`src/rtl/evu_event_scheduler_if.sv`:
```
// Valid/ready record port between the event scheduler and the SPU consumer.
// A record carries the granted lane, its coalesced count and the {priv, asid} tag.
interface evu_event_scheduler_if #(
    parameter int NUM_LANES  = 4,
    parameter int CNT_WIDTH  = 8,
    parameter int ASID_WIDTH = 16
);
    localparam int IDW = (NUM_LANES > 1) ? $clog2(NUM_LANES) : 1;

    logic                  evt_valid;
    logic                  evt_ready;
    logic [IDW-1:0]        evt_id;
    logic [CNT_WIDTH-1:0]  evt_count;
    logic [ASID_WIDTH+1:0] evt_info;

    modport master (
        output evt_valid, evt_id, evt_count, evt_info,
        input  evt_ready
    );

    modport slave (
        input  evt_valid, evt_id, evt_count, evt_info,
        output evt_ready
    );
endinterface

```
`src/rtl/evu_event_scheduler.sv`:
```
// Per-lane saturating event accumulators with a round-robin grant into a
// single registered output slot, so stalled consumers never drop events.
//
// state    | meaning
// ---------|-------------------------------------------------------------
// ST_EMPTY | no record presented, evt_valid low
// ST_FULL  | record registered and presented, held until handshake/flush
module evu_event_scheduler #(
    parameter int NUM_LANES  = 4,
    parameter int CNT_WIDTH  = 8,
    parameter int ASID_WIDTH = 16
) (
    input  logic                  clk_i,
    input  logic                  rst_ni,
    input  logic [NUM_LANES-1:0]  event_i,
    input  logic [NUM_LANES-1:0]  lane_en_i,
    input  logic                  flush_i,
    input  logic [1:0]            priv_lvl_i,
    input  logic [ASID_WIDTH-1:0] asid_i,
    output logic [NUM_LANES-1:0]  overflow_o,
    input  logic                  overflow_clr_i,
    evu_event_scheduler_if.master evt
);
    localparam int IDW = (NUM_LANES > 1) ? $clog2(NUM_LANES) : 1;
    localparam logic [CNT_WIDTH-1:0] CNT_MAX = '1;

    typedef enum logic {ST_EMPTY, ST_FULL} state_e;

    state_e                  state_q, state_d;
    logic [CNT_WIDTH-1:0]    cnt_q [NUM_LANES];
    logic [CNT_WIDTH-1:0]    cnt_d [NUM_LANES];
    logic [IDW-1:0]          rr_ptr_q, rr_next;
    logic [IDW-1:0]          id_q;
    logic [CNT_WIDTH-1:0]    count_q;
    logic [ASID_WIDTH+1:0]   info_q;
    logic [NUM_LANES-1:0]    overflow_q, ovf_set, inc;
    logic [IDW-1:0]          cand, grant_lane;
    logic                    found, slot_free, grant;

    assign inc       = event_i & lane_en_i;
    assign slot_free = (state_q == ST_EMPTY) || evt.evt_ready;
    assign grant     = found && slot_free && !flush_i;

    // First non-empty lane at or after rr_ptr, wrapping.
    always_comb begin
        found      = 1'b0;
        grant_lane = '0;
        cand       = '0;
        for (int i = 0; i < NUM_LANES; i++) begin
            cand = IDW'((int'(rr_ptr_q) + i) % NUM_LANES);
            if (!found && (cnt_q[cand] != '0)) begin
                found      = 1'b1;
                grant_lane = cand;
            end
        end
    end

    assign rr_next = (grant_lane == IDW'(NUM_LANES - 1)) ? '0 : grant_lane + IDW'(1);

    always_comb begin
        state_d = state_q;
        if (flush_i)
            state_d = ST_EMPTY;
        else if (slot_free)
            state_d = found ? ST_FULL : ST_EMPTY;
    end

    always_ff @(posedge clk_i or negedge rst_ni) begin
        if (!rst_ni)
            state_q <= ST_EMPTY;
        else
            state_q <= state_d;
    end

    // A granted lane restarts from the same-cycle event so nothing is lost.
    always_comb begin
        for (int k = 0; k < NUM_LANES; k++) begin
            cnt_d[k]   = cnt_q[k];
            ovf_set[k] = 1'b0;
            if (flush_i) begin
                cnt_d[k] = '0;
            end else if (grant && (grant_lane == IDW'(k))) begin
                cnt_d[k] = inc[k] ? CNT_WIDTH'(1) : '0;
            end else if (inc[k]) begin
                if (cnt_q[k] == CNT_MAX)
                    ovf_set[k] = 1'b1;
                else
                    cnt_d[k] = cnt_q[k] + CNT_WIDTH'(1);
            end
        end
    end

    always_ff @(posedge clk_i or negedge rst_ni) begin
        if (!rst_ni) begin
            for (int k = 0; k < NUM_LANES; k++)
                cnt_q[k] <= '0;
            overflow_q <= '0;
        end else begin
            for (int k = 0; k < NUM_LANES; k++)
                cnt_q[k] <= cnt_d[k];
            overflow_q <= (overflow_q & ~{NUM_LANES{overflow_clr_i}}) | ovf_set;
        end
    end

    always_ff @(posedge clk_i or negedge rst_ni) begin
        if (!rst_ni) begin
            rr_ptr_q <= '0;
            id_q     <= '0;
            count_q  <= '0;
            info_q   <= '0;
        end else if (grant) begin
            rr_ptr_q <= rr_next;
            id_q     <= grant_lane;
            count_q  <= cnt_q[grant_lane];
            info_q   <= {priv_lvl_i, asid_i};
        end
    end

    assign evt.evt_valid = (state_q == ST_FULL);
    assign evt.evt_id    = id_q;
    assign evt.evt_count = count_q;
    assign evt.evt_info  = info_q;
    assign overflow_o    = overflow_q;
endmodule

```
`src/flat_wrapper.sv`:
```
// flat-port wrapper written by rule: the top's interface ports become plain ports
module evu_event_scheduler_flat 
#(
    parameter int NUM_LANES  = 4,
    parameter int CNT_WIDTH  = 8,
    parameter int ASID_WIDTH = 16
)
  (clk_i, rst_ni, event_i, lane_en_i, flush_i, priv_lvl_i, asid_i, overflow_o, overflow_clr_i, evt_evt_valid, evt_evt_id, evt_evt_count, evt_evt_info, evt_evt_ready);
  evu_event_scheduler_if #(.NUM_LANES(NUM_LANES), .CNT_WIDTH(CNT_WIDTH), .ASID_WIDTH(ASID_WIDTH)) evt_i ();
  input  logic clk_i;
  input  logic rst_ni;
  input  logic [NUM_LANES-1:0] event_i;
  input  logic [NUM_LANES-1:0] lane_en_i;
  input  logic flush_i;
  input  logic [1:0] priv_lvl_i;
  input  logic [ASID_WIDTH-1:0] asid_i;
  output logic [NUM_LANES-1:0] overflow_o;
  input  logic overflow_clr_i;
  output wire logic [$bits(evt_i.evt_valid)-1:0] evt_evt_valid;
  output wire logic [$bits(evt_i.evt_id)-1:0] evt_evt_id;
  output wire logic [$bits(evt_i.evt_count)-1:0] evt_evt_count;
  output wire logic [$bits(evt_i.evt_info)-1:0] evt_evt_info;
  input wire logic [$bits(evt_i.evt_ready)-1:0] evt_evt_ready;
  assign evt_evt_valid = evt_i.evt_valid;
  assign evt_evt_id = evt_i.evt_id;
  assign evt_evt_count = evt_i.evt_count;
  assign evt_evt_info = evt_i.evt_info;
  assign evt_i.evt_ready = evt_evt_ready;
  evu_event_scheduler #(.NUM_LANES(NUM_LANES), .CNT_WIDTH(CNT_WIDTH), .ASID_WIDTH(ASID_WIDTH)) u_core (.clk_i(clk_i), .rst_ni(rst_ni), .event_i(event_i), .lane_en_i(lane_en_i), .flush_i(flush_i), .priv_lvl_i(priv_lvl_i), .asid_i(asid_i), .overflow_o(overflow_o), .overflow_clr_i(overflow_clr_i), .evt(evt_i));
endmodule
```
`config.mk`:
```
export PLATFORM = sky130hd
export DESIGN_NAME = evu_event_scheduler_flat
export DESIGN_NICKNAME = d
export VERILOG_FILES = /design/src/rtl/evu_event_scheduler_if.sv /design/src/rtl/evu_event_scheduler.sv /design/src/flat_wrapper.sv
export SDC_FILE = /design/constraint.sdc
export NUM_CORES = 1
export LEC_CHECK = 0
export BUFFER_PORTS_ARGS = -buffer_cell sky130_fd_sc_hd__buf_2
export CORE_ASPECT_RATIO = 1.75
export CORE_MARGIN = 1
export CORE_UTILIZATION = 35
export DETAILED_ROUTE_END_ITERATION = 8
export HOLD_SLACK_MARGIN = 0.12
export SLEW_MARGIN = 5
export SYNTH_ARGS = -nofsm -noshare
export SYNTH_HDL_FRONTEND = slang
export SYNTH_SLANG_ARGS = --single-unit
```
`constraint.sdc`:
```
create_clock -name clk_i -period 8.51 [get_ports clk_i]
set_clock_uncertainty 0.2 [all_clocks]
set_input_delay 0.851 -clock clk_i [delete_from_list [all_inputs] [get_ports clk_i]]
set_output_delay 0.851 -clock clk_i [all_outputs]
set_load 0.01 [all_outputs]
```
* After elaboration in Yosys (flattened, before gate mapping)
Cells that the tools add are included.
** Word-level totals
- ROM bits :: 0
- Memories :: 0
- Input port bits :: 31
- Bits in registers :: 67
- Word-level logic and storage cells :: 135
- Bits in latches :: 0
- Output and inout bits :: 33
- Memory bits (writable) :: 0
** Cells by class
- Shift operators :: 0
- Reductions and logical operators :: 28
- Magnitude comparators :: 5
- Add/sub/neg operators :: 8
- Equality and inequality tests :: 11
- Muxes and demuxes :: 63
- Multiply operators :: 0
- Bitwise logic cells :: 10
- Div/mod/pow operators :: 0
** Operators with widths (number)
- $mux 8 :: 26
- $bmux 8 s2 :: 5
- $add 8x1->8 const B :: 4
- $eq 8x8->1 const B :: 4
- $reduce_bool 8->1 :: 4
- $mux 1 :: 27
- $ge 3x3->1 const B :: 5
- $not 2->3 :: 5
- $ne 3x2->1 const B :: 4
- $reduce_bool 3->1 :: 4
- $mux 2 :: 5
- $logic_and 1x1->1 :: 9
- $and 4x4->4 :: 2
- $reduce_and 2->1 :: 4
- $add 2x1->2 const B :: 2
- $add 2x2->2 const B :: 2
- $eq 2x2->1 const B :: 2
- $logic_not 1->1 :: 4
- $not 4->4 :: 1
- $or 4x4->4 :: 1
- $eq 2x1->1 const B :: 1
- $logic_not 2->1 :: 1
- $reduce_bool 2->1 :: 1
- $logic_or 1x1->1 :: 1
- $not 1->1 :: 1

* Logic depth before layout (Yosys ltp)
Gate-level depths: netlist of run 1.
- Depth in word-level cells :: 21
- Mapped depth :: 12
- Mapped depth without buffers :: 10

* Worst setup path after synthesis of run 1
Ideal clock, no wire load.
- Path type :: register -> register
- From :: register u_core.cnt_q[29] in the netlist's numbering
- To :: register u_core.overflow_q[3] (netlist: u_core.overflow_o[3])
- Library setup time :: 137 ps
- Period minus slack after synthesis :: 3089 ps
- Arrival time :: 2752 ps
- Stages on the path, launching flop included :: 13
- Buffers on the path :: 2
- Slack :: 5421 ps
- Data required time :: 8173 ps
- Path through :: dfrtp_1 > or4_4 > or2_1 > buf_6 > a221oi_4 > or2_4 > nand2_1 > inv_1 > ha_1 > nand2_1 > nand2b_1 > clkbuf_1 > o22ai_1
** On the way
- Elaborated cells between the ends (all ways) :: 37
- Those cells by class :: 1 x eq/ne; 22 x mux; 1 x bitwise; 13 x reduce/logical
** RTL lines
- start: declaration :: line evu_event_scheduler.sv:30 : logic [CNT_WIDTH-1:0] cnt_q [NUM_LANES];
- start signal: indexed assignment :: line evu_event_scheduler.sv:100 : cnt_q[k] <= cnt_d[k];
- $bmux 8 s2 :: line evu_event_scheduler.sv:51 : if (!found && (cnt_q[cand] != '0)) begin
- $mux 8 (not written as such) (2 in series) :: line evu_event_scheduler.sv:51
- $reduce_bool 8->1 :: line evu_event_scheduler.sv:51
- $mux 1 :: line evu_event_scheduler.sv:51
- $logic_not 1->1 :: line evu_event_scheduler.sv:51
- $logic_and 1x1->1 :: line evu_event_scheduler.sv:51
- $mux 1 :: line evu_event_scheduler.sv:51
- $logic_not 1->1 :: line evu_event_scheduler.sv:51
- [... 3 more ...]
- $logic_and 1x1->1 :: line evu_event_scheduler.sv:51
- $mux 2 (*) :: line evu_event_scheduler.sv:51
- named net u_core.grant_lane[0] :: line evu_event_scheduler.sv:37 : logic [IDW-1:0] cand, grant_lane;
- $eq 2x2->1 (*) :: line evu_event_scheduler.sv:82 : end else if (grant && (grant_lane == IDW'(k))) begin
- $logic_and 1x1->1 (*) :: line evu_event_scheduler.sv:82
- $mux 1 (*) :: line evu_event_scheduler.sv:82
- $mux 1 (*) :: line evu_event_scheduler.sv:80 : if (flush_i) begin
- $or 4x4->4 (*) :: line evu_event_scheduler.sv:101 : overflow_q <= (overflow_q & ~{NUM_LANES{overflow_clr_i}}) | ovf_set;
- end signal: assignment :: line evu_event_scheduler.sv:101
- end: declaration :: line evu_event_scheduler.sv:36 : logic [NUM_LANES-1:0] overflow_q, ovf_set, inc;
The timed path passes the listed nets; every way through them passes the cells marked *. The select of a mux whose other input is x is not followed.
A chain may end at the register's enable or synchronous reset.

* Worst setup path after layout of run 1
- From :: register u_core.cnt_q[29] in the netlist's numbering
- To :: register u_core.overflow_q[1] (netlist: u_core.overflow_o[1])
** On the way
- Longest elaborated chain between the ends :: 20
- Elaborated cells between the ends (all ways) :: 37
- Those cells by class :: 1 x eq/ne; 22 x mux; 1 x bitwise; 13 x reduce/logical
** Ends and longest elaborated chain
- $bmux 8 s2 :: line evu_event_scheduler.sv:51
- $mux 8 (not written as such) (2 in series) :: line evu_event_scheduler.sv:51
- $reduce_bool 8->1 :: line evu_event_scheduler.sv:51
- $mux 1 :: line evu_event_scheduler.sv:51
- $logic_not 1->1 :: line evu_event_scheduler.sv:51
- $logic_and 1x1->1 :: line evu_event_scheduler.sv:51
- $mux 1 :: line evu_event_scheduler.sv:51
- $logic_not 1->1 :: line evu_event_scheduler.sv:51
- [... 2 more ...]
- $logic_not 1->1 :: line evu_event_scheduler.sv:51
- $logic_and 1x1->1 :: line evu_event_scheduler.sv:51
- $mux 1 :: line evu_event_scheduler.sv:51
- $logic_and 1x1->1 (2 in series) :: line evu_event_scheduler.sv:42 : assign grant = found && slot_free && !flush_i;
- $logic_and 1x1->1 (*) :: line evu_event_scheduler.sv:82
- $mux 1 (*) :: line evu_event_scheduler.sv:82
- $mux 1 (*) :: line evu_event_scheduler.sv:80
- $or 4x4->4 (*) :: line evu_event_scheduler.sv:101
Mark *: on every way between the ends. The rest lies on a longest branch, timed or not. The select of a mux whose other input is x is not followed.

==> results.txt, run 1 <==
vias post-DR: 3174
GRT Overall Usage: 18.9%
DR DRC count: 0
vias in the first global route: 3148
P per Cell Area: 251 nW/um^2
first-pass GRT wire length: 15800 um
I/O pin cnt: 64
Hold WS: 0.265 ns
post-route cell area: 4420 sq um
fin crit share: 40.6%
Net Count, Synth: 436
Netlist Area Pre-Place: 3720 sq um
final wirelength: 9870 um
Worst-Margin Slew: 0.852 ns
crit path DAT: 3.50 ns
CP Capture Type: register
initial antenna violation count: 0
most frequent cells in the layout: nand2_1 (78), dfrtp_1 (67), buf_2 (63)
final setup violation count: 0
port bufs: 63
fmax: 289 MHz
Worst VDD drop: 0.133 mV
Warnings, synthesis: 0
Via density: 5.38
Layout area overhead: 18.7%
status: finished clean
Post-Place Cells: 575
Hold Path Class: register to register
gpl congestion: 0.908
DR iter-0 viols: 124
area post-placement: 4120 sq um
Starting Density: 36.1%
Post-synth EDFFs: 0
CP startpoint kind: register
Cell variety after synth: 60
height of the die: 138 um
CTS Buffer Depth: 2
number of diodes: 0
Hold Buf Count CTS: 0
Initial DRT Pass Iterations: 4
ys async rst share: 100%
dpl hpwl: 7350 um
maximum fanout along the worst path: 16
Fin. Hold Viols: 0
Primary FF master, synth: dfrtp_1
Static Leak: 2.10 nW
Slew Limit Fails: 0
die area: 11100 sq um
Clock Sinks: 67
setup repair bufs after CTS: 0
max cap viols: 0
Finished Layout Cells: 590
Die Span X: 79.9 um
most common cell after layout, fill and taps aside: nand2_1
cells after synthesis: 397
largest net degree at the start of global routing: 68
Mean Syn Cell Area: 9.37 sq um
Antenna Nets Post-Route: 0
share of cells above drive strength 1: 22.5%
clk_lat worst skew: 0.33 ns
CTS tree: yes
H-tree Lvls: 3
root buf cell: clkbuf_16
final core utilization: 42.9%
Final Critical Period: 3.45 ns
Seq/Total Area, Yosys: 45.1%
synthesized flop and latch total: 67
unrepaired setup endpoints after global routing: no
Critical Path RT: 8.55 ns
core area: 10300 sq um
Slew headroom: 43.2%
post-route setup TNS: 0 ns
Setup CP Type: register to register
Gates resized, CTS repair: 0
drt wl/cell: 16.7 um
Clock transition at path regs: 0.05 ns
Rows: 49
total gr overflow: 0
nets@finish: 498
Filler cells: 1001
CTS Buf Count: 9
## Yosys cell counts (2+ instances only)
| cell | count | share of area, % |
|---|---|---|
| nand2b_1 | 4 | 0.67 |
| o21ai_0 | 5 | 0.67 |
| nor4_1 | 3 | 0.50 |
| o22ai_1 | 3 | 0.50 |
| a211o_1 | 6 | 1.4 |
| a21oi_1 | 10 | 1.3 |
| dfrtp_1 | 67 | 45 |
| nand2_1 | 78 | 7.9 |
| ha_1 | 8 | 2.7 |
| xnor2_1 | 11 | 2.6 |
| o31ai_1 | 2 | 0.40 |
| nor3_1 | 7 | 0.94 |
| mux2_2 | 6 | 1.8 |
| o211ai_1 | 9 | 1.8 |
| xor2_1 | 12 | 2.8 |
| mux2i_1 | 3 | 0.81 |
| nor4_2 | 3 | 1.0 |
| o211a_1 | 8 | 2.2 |
| buf_6 | 4 | 1.2 |
| a41oi_1 | 2 | 0.47 |
| inv_1 | 13 | 1.3 |
| nand4_1 | 7 | 1.2 |
| o21ai_1 | 2 | 0.27 |
| nand3_1 | 17 | 2.3 |
| o32ai_2 | 2 | 0.87 |
| nor2_1 | 55 | 5.5 |
| a31oi_1 | 7 | 1.2 |
| clkbuf_1 | 4 | 0.40 |
| and3_1 | 2 | 0.34 |
| buf_2 | 7 | 0.94 |
## routing by layer
metal / wire (um) / global-route usage [%] / vias up
li1: - / - / 1514
met1: 3600 / 18.9 / 1514
met2: 5370 / 34.3 / 108
met3: 381 / 3.63 / 38
met4: 518 / 11.8 / 0
met5: 0 / 0.476 / -
## sequential cells by signal, summed over array words and instances (netlist names)
| name | cells |
|---|---|
| u_core.rr_ptr_q | 2 |
| u_core.evt.evt_count | 8 |
| u_core.evt.evt_info | 18 |
| u_core.evt.evt_valid | 1 |
| u_core.cnt_q | 32 |
| u_core.evt.evt_id | 2 |
| u_core.overflow_o | 4 |
## worst max-delay path, cell delays in order, from the launching register on
cell      delay, ns
dfrtp_1        0.44
or4_4          0.57
o21ai_0        0.27
a311oi_2       0.19
nor2_2         0.56
inv_1          0.28
ha_1           0.30
nand2_2        0.07
nand2b_1       0.20
o32ai_2        0.30
## per-stage QoR
stage,worst slack [ns],power [mW]
5_1_grt,4.88,1.17
4_1_cts,5.07,1.12
3_3_place_gp,5.21,0.740
3_5_place_dp,5.12,0.744
6_report,5.06,1.11
2_1_floorplan,5.42,0.624
## power breakdown
group	internal, mW	total, mW	switching [mW]
Sequential	0.376	0.417	0.0404
Combinational	0.125	0.323	0.198
Clock	0.241	0.369	0.129
Total	0.742	1.11	0.367
## final timing paths
kind / startpoint / endpoint / slack [ns] / cells after the start
max: u_core.cnt_q[29] / u_core.overflow_o[1] / 5.06 / 9
max in group asynchronous: rst_ni / u_core.cnt_q[21] / 7.04 / 2
min in group asynchronous: rst_ni / u_core.evt.evt_info[2] / 0.51 / 2
min reg2reg: u_core.evt.evt_info[14] / u_core.evt.evt_info[14] / 0.27 / 2
min: u_core.evt.evt_info[14] / u_core.evt.evt_info[14] / 0.27 / 2
max reg2reg: u_core.cnt_q[29] / u_core.overflow_o[1] / 5.06 / 9
## cell type report
class                      instances  area (sq um)  area share, %
inverter                          13          48.8           1.10
sequential                        67          1680           37.9
timing repair buffer              66           338           7.65
tap                              127           159           3.60
multi-input combinational        302          1900           43.0
clock inverter                     2          35.0          0.793
clock buffer                      13           260           5.89
## cell families after synthesis
family	synth area share (%)
adder cells (fa/ha/maj)	2.69
AO/OA/AOI/OAI	16.9
multiplexers	2.62
AND/OR/NAND/NOR	23.4
buffers and inverters	3.87
XOR/XNOR	5.41
flip-flops	45.1
Power figures use the tool's default switching activity.
==> run 2: changes to the inputs <==
Clock period 8.51 ns to 3.4 ns, I/O delays scaled along.
==> run 2 against run 1 <==
Effect of this change:
- design area increased by 10%
- first-iteration DRC count down 22%
- highest routed layer unchanged
- worst setup slack worse by 4.8 ns
- flip-flop and latch count is the same
- combinational power grew to 2.7 times the previous value
- final cell count rose by 7.8%
- utilization up 4.3 points
- critical path type unchanged
==> results.txt, run 2 (same netlist as run 1, synthesis figures left out) <==
port bufs: 63
Final WS setup: 0.212 ns
final setup violation count: 0
number of diodes: 0
Worst-Margin Slew: 0.872 ns
Via density: 5.26
CTS tree: yes
Static Leak: 2.33 nW
Top reg by flops: u_core.cnt_q
maximum fanout along the worst path: 8
clk_lat worst skew: 0.33 ns
CTS Buffer Depth: 2
Critical Path RT: 3.40 ns
Slew Limit Fails: 0
setup repair bufs after CTS: 0
Fin. Hold Viols: 0
Setup CP Type: register to register
Starting Density: 36.1%
multi-input logic area: 1910 sq um
I/O pin cnt: 64
nets@finish: 543
most frequent cells in the layout: nand2_1 (78), dfrtp_1 (67), buf_2 (63)
CP Capture Type: register
Worst VDD drop: 0.327 mV
core area: 10300 sq um
Filler cells: 1000
GRT Overall Usage: 19.8%
total gr overflow: 0
height of the die: 138 um
most common cell after layout, fill and taps aside: nand2_1
Initial DRT Pass Iterations: 4
pre-CTS WS: 0.218 ns
first-pass GRT wire length: 16700 um
Slew headroom: 41.9%
root buf cell: clkbuf_16
Hold Path Class: input port to register
Final Critical Period: 3.19 ns
CP max-delay cell: or4_4
fin crit share: 93.8%
max incr delay on CP: 0.56 ns
post-route setup TNS: 0 ns
die area: 11100 sq um
Crit path top cell by count: nand2_1
H-tree Lvls: 3
Layout area overhead: 30.7%
crit path DAT: 3.19 ns
gpl congestion: 0.858
dpl hpwl: 7520 um
Design Power: 2.92 mW
share of cells above drive strength 1: 24.8%
Die Span X: 79.9 um
CP startpoint kind: register
largest net degree at the start of global routing: 68
DR DRC count: 0
Worst Hold Depth: 2
status: finished clean
unrepaired setup endpoints after global routing: no
CTS Buf Count: 9
initial antenna violation count: 0
register area: 1680 sq um
crit-path cells: or4_4, or2_1, a221oi_4, or2_4, nand2_1, inv_1, ha_1, nand2_1, nand2b_1, o22ai_1
max cap viols: 0
final core utilization: 47.2%
R2R depth: 10
DR iter-0 viols: 97
vias post-DR: 3345
P per Cell Area: 600 nW/um^2
Antenna Nets Post-Route: 0
Rows: 49
Largest register FFs: 32
drt wl/cell: 16.1 um
fmax: 314 MHz
Clock Sinks: 67
vias in the first global route: 3411
final wirelength: 10300 um
Clock transition at path regs: 0.05 ns
-- run 2: repair_timing --
action / 4_1_cts / 5_1_grt
resized for setup: 0 / 1
endpoints found under the setup margin: 0 / 8
hold endpoints to repair: 91 / 0
hold buffers: 27 / 0
-- run 2: layout make-up --
type	count	share of cell area (%)
multi-input combinational	302	39.2
tap	127	3.27
sequential	67	34.5
inverter	13	1.00
timing repair buffer	111	15.3
clock buffer	11	5.20
clock inverter	5	1.54
-- run 2: critical path: cells and delay by family, from the launching register on --
family / cells / cell delay [ns]
flip-flops: 1 / 0.44
AO/OA/AOI/OAI: 2 / 0.47
AND/OR/NAND/NOR: 6 / 1.59
adder cells (fa/ha/maj): 1 / 0.21
buffers and inverters: 1 / 0.14
-- run 2: routing by layer --
metal / vias up / track usage (%) / routed length [um]
li1: 1607 / - / -
met1: 1613 / 20.4 / 3910
met2: 96 / 36.2 / 5590
met3: 29 / 3.10 / 357
met4: 0 / 11.7 / 401
met5: - / 0 / 0
-- run 2: worst paths after layout --
kind | startpoint | to | slack [ns]
setup reg to reg | u_core.cnt_q[29] | u_core.overflow_o[3] | 0.21
min in group asynchronous | rst_ni | u_core.evt.evt_info[15] | 0.54
max in group asynchronous | rst_ni | u_core.evt.evt_count[0] | 1.89
setup / recovery | u_core.cnt_q[29] | u_core.overflow_o[3] | 0.21
hold reg to reg | u_core.evt.evt_info[10] | u_core.evt.evt_info[10] | 0.27
hold / removal | overflow_clr_i | u_core.overflow_o[1] | 0.13
-- run 2: power by group --
group          switching, mW  internal (mW)  leakage (nW)
logic                  0.507          0.355          1.28
clock network          0.339          0.677         0.165
registers             0.0960          0.942         0.884
total                  0.942           1.97          2.33
-- run 2: through the flow --
stage	std cells	hold slack (ns)	area (sq um)
2_1_floorplan	397	-0.156	3720
3_3_place_gp	593	0.253	4260
3_5_place_dp	593	0.258	4260
4_1_cts	636	0.141	4860
5_1_grt	636	0.141	4860
6_report	636	0.125	4860
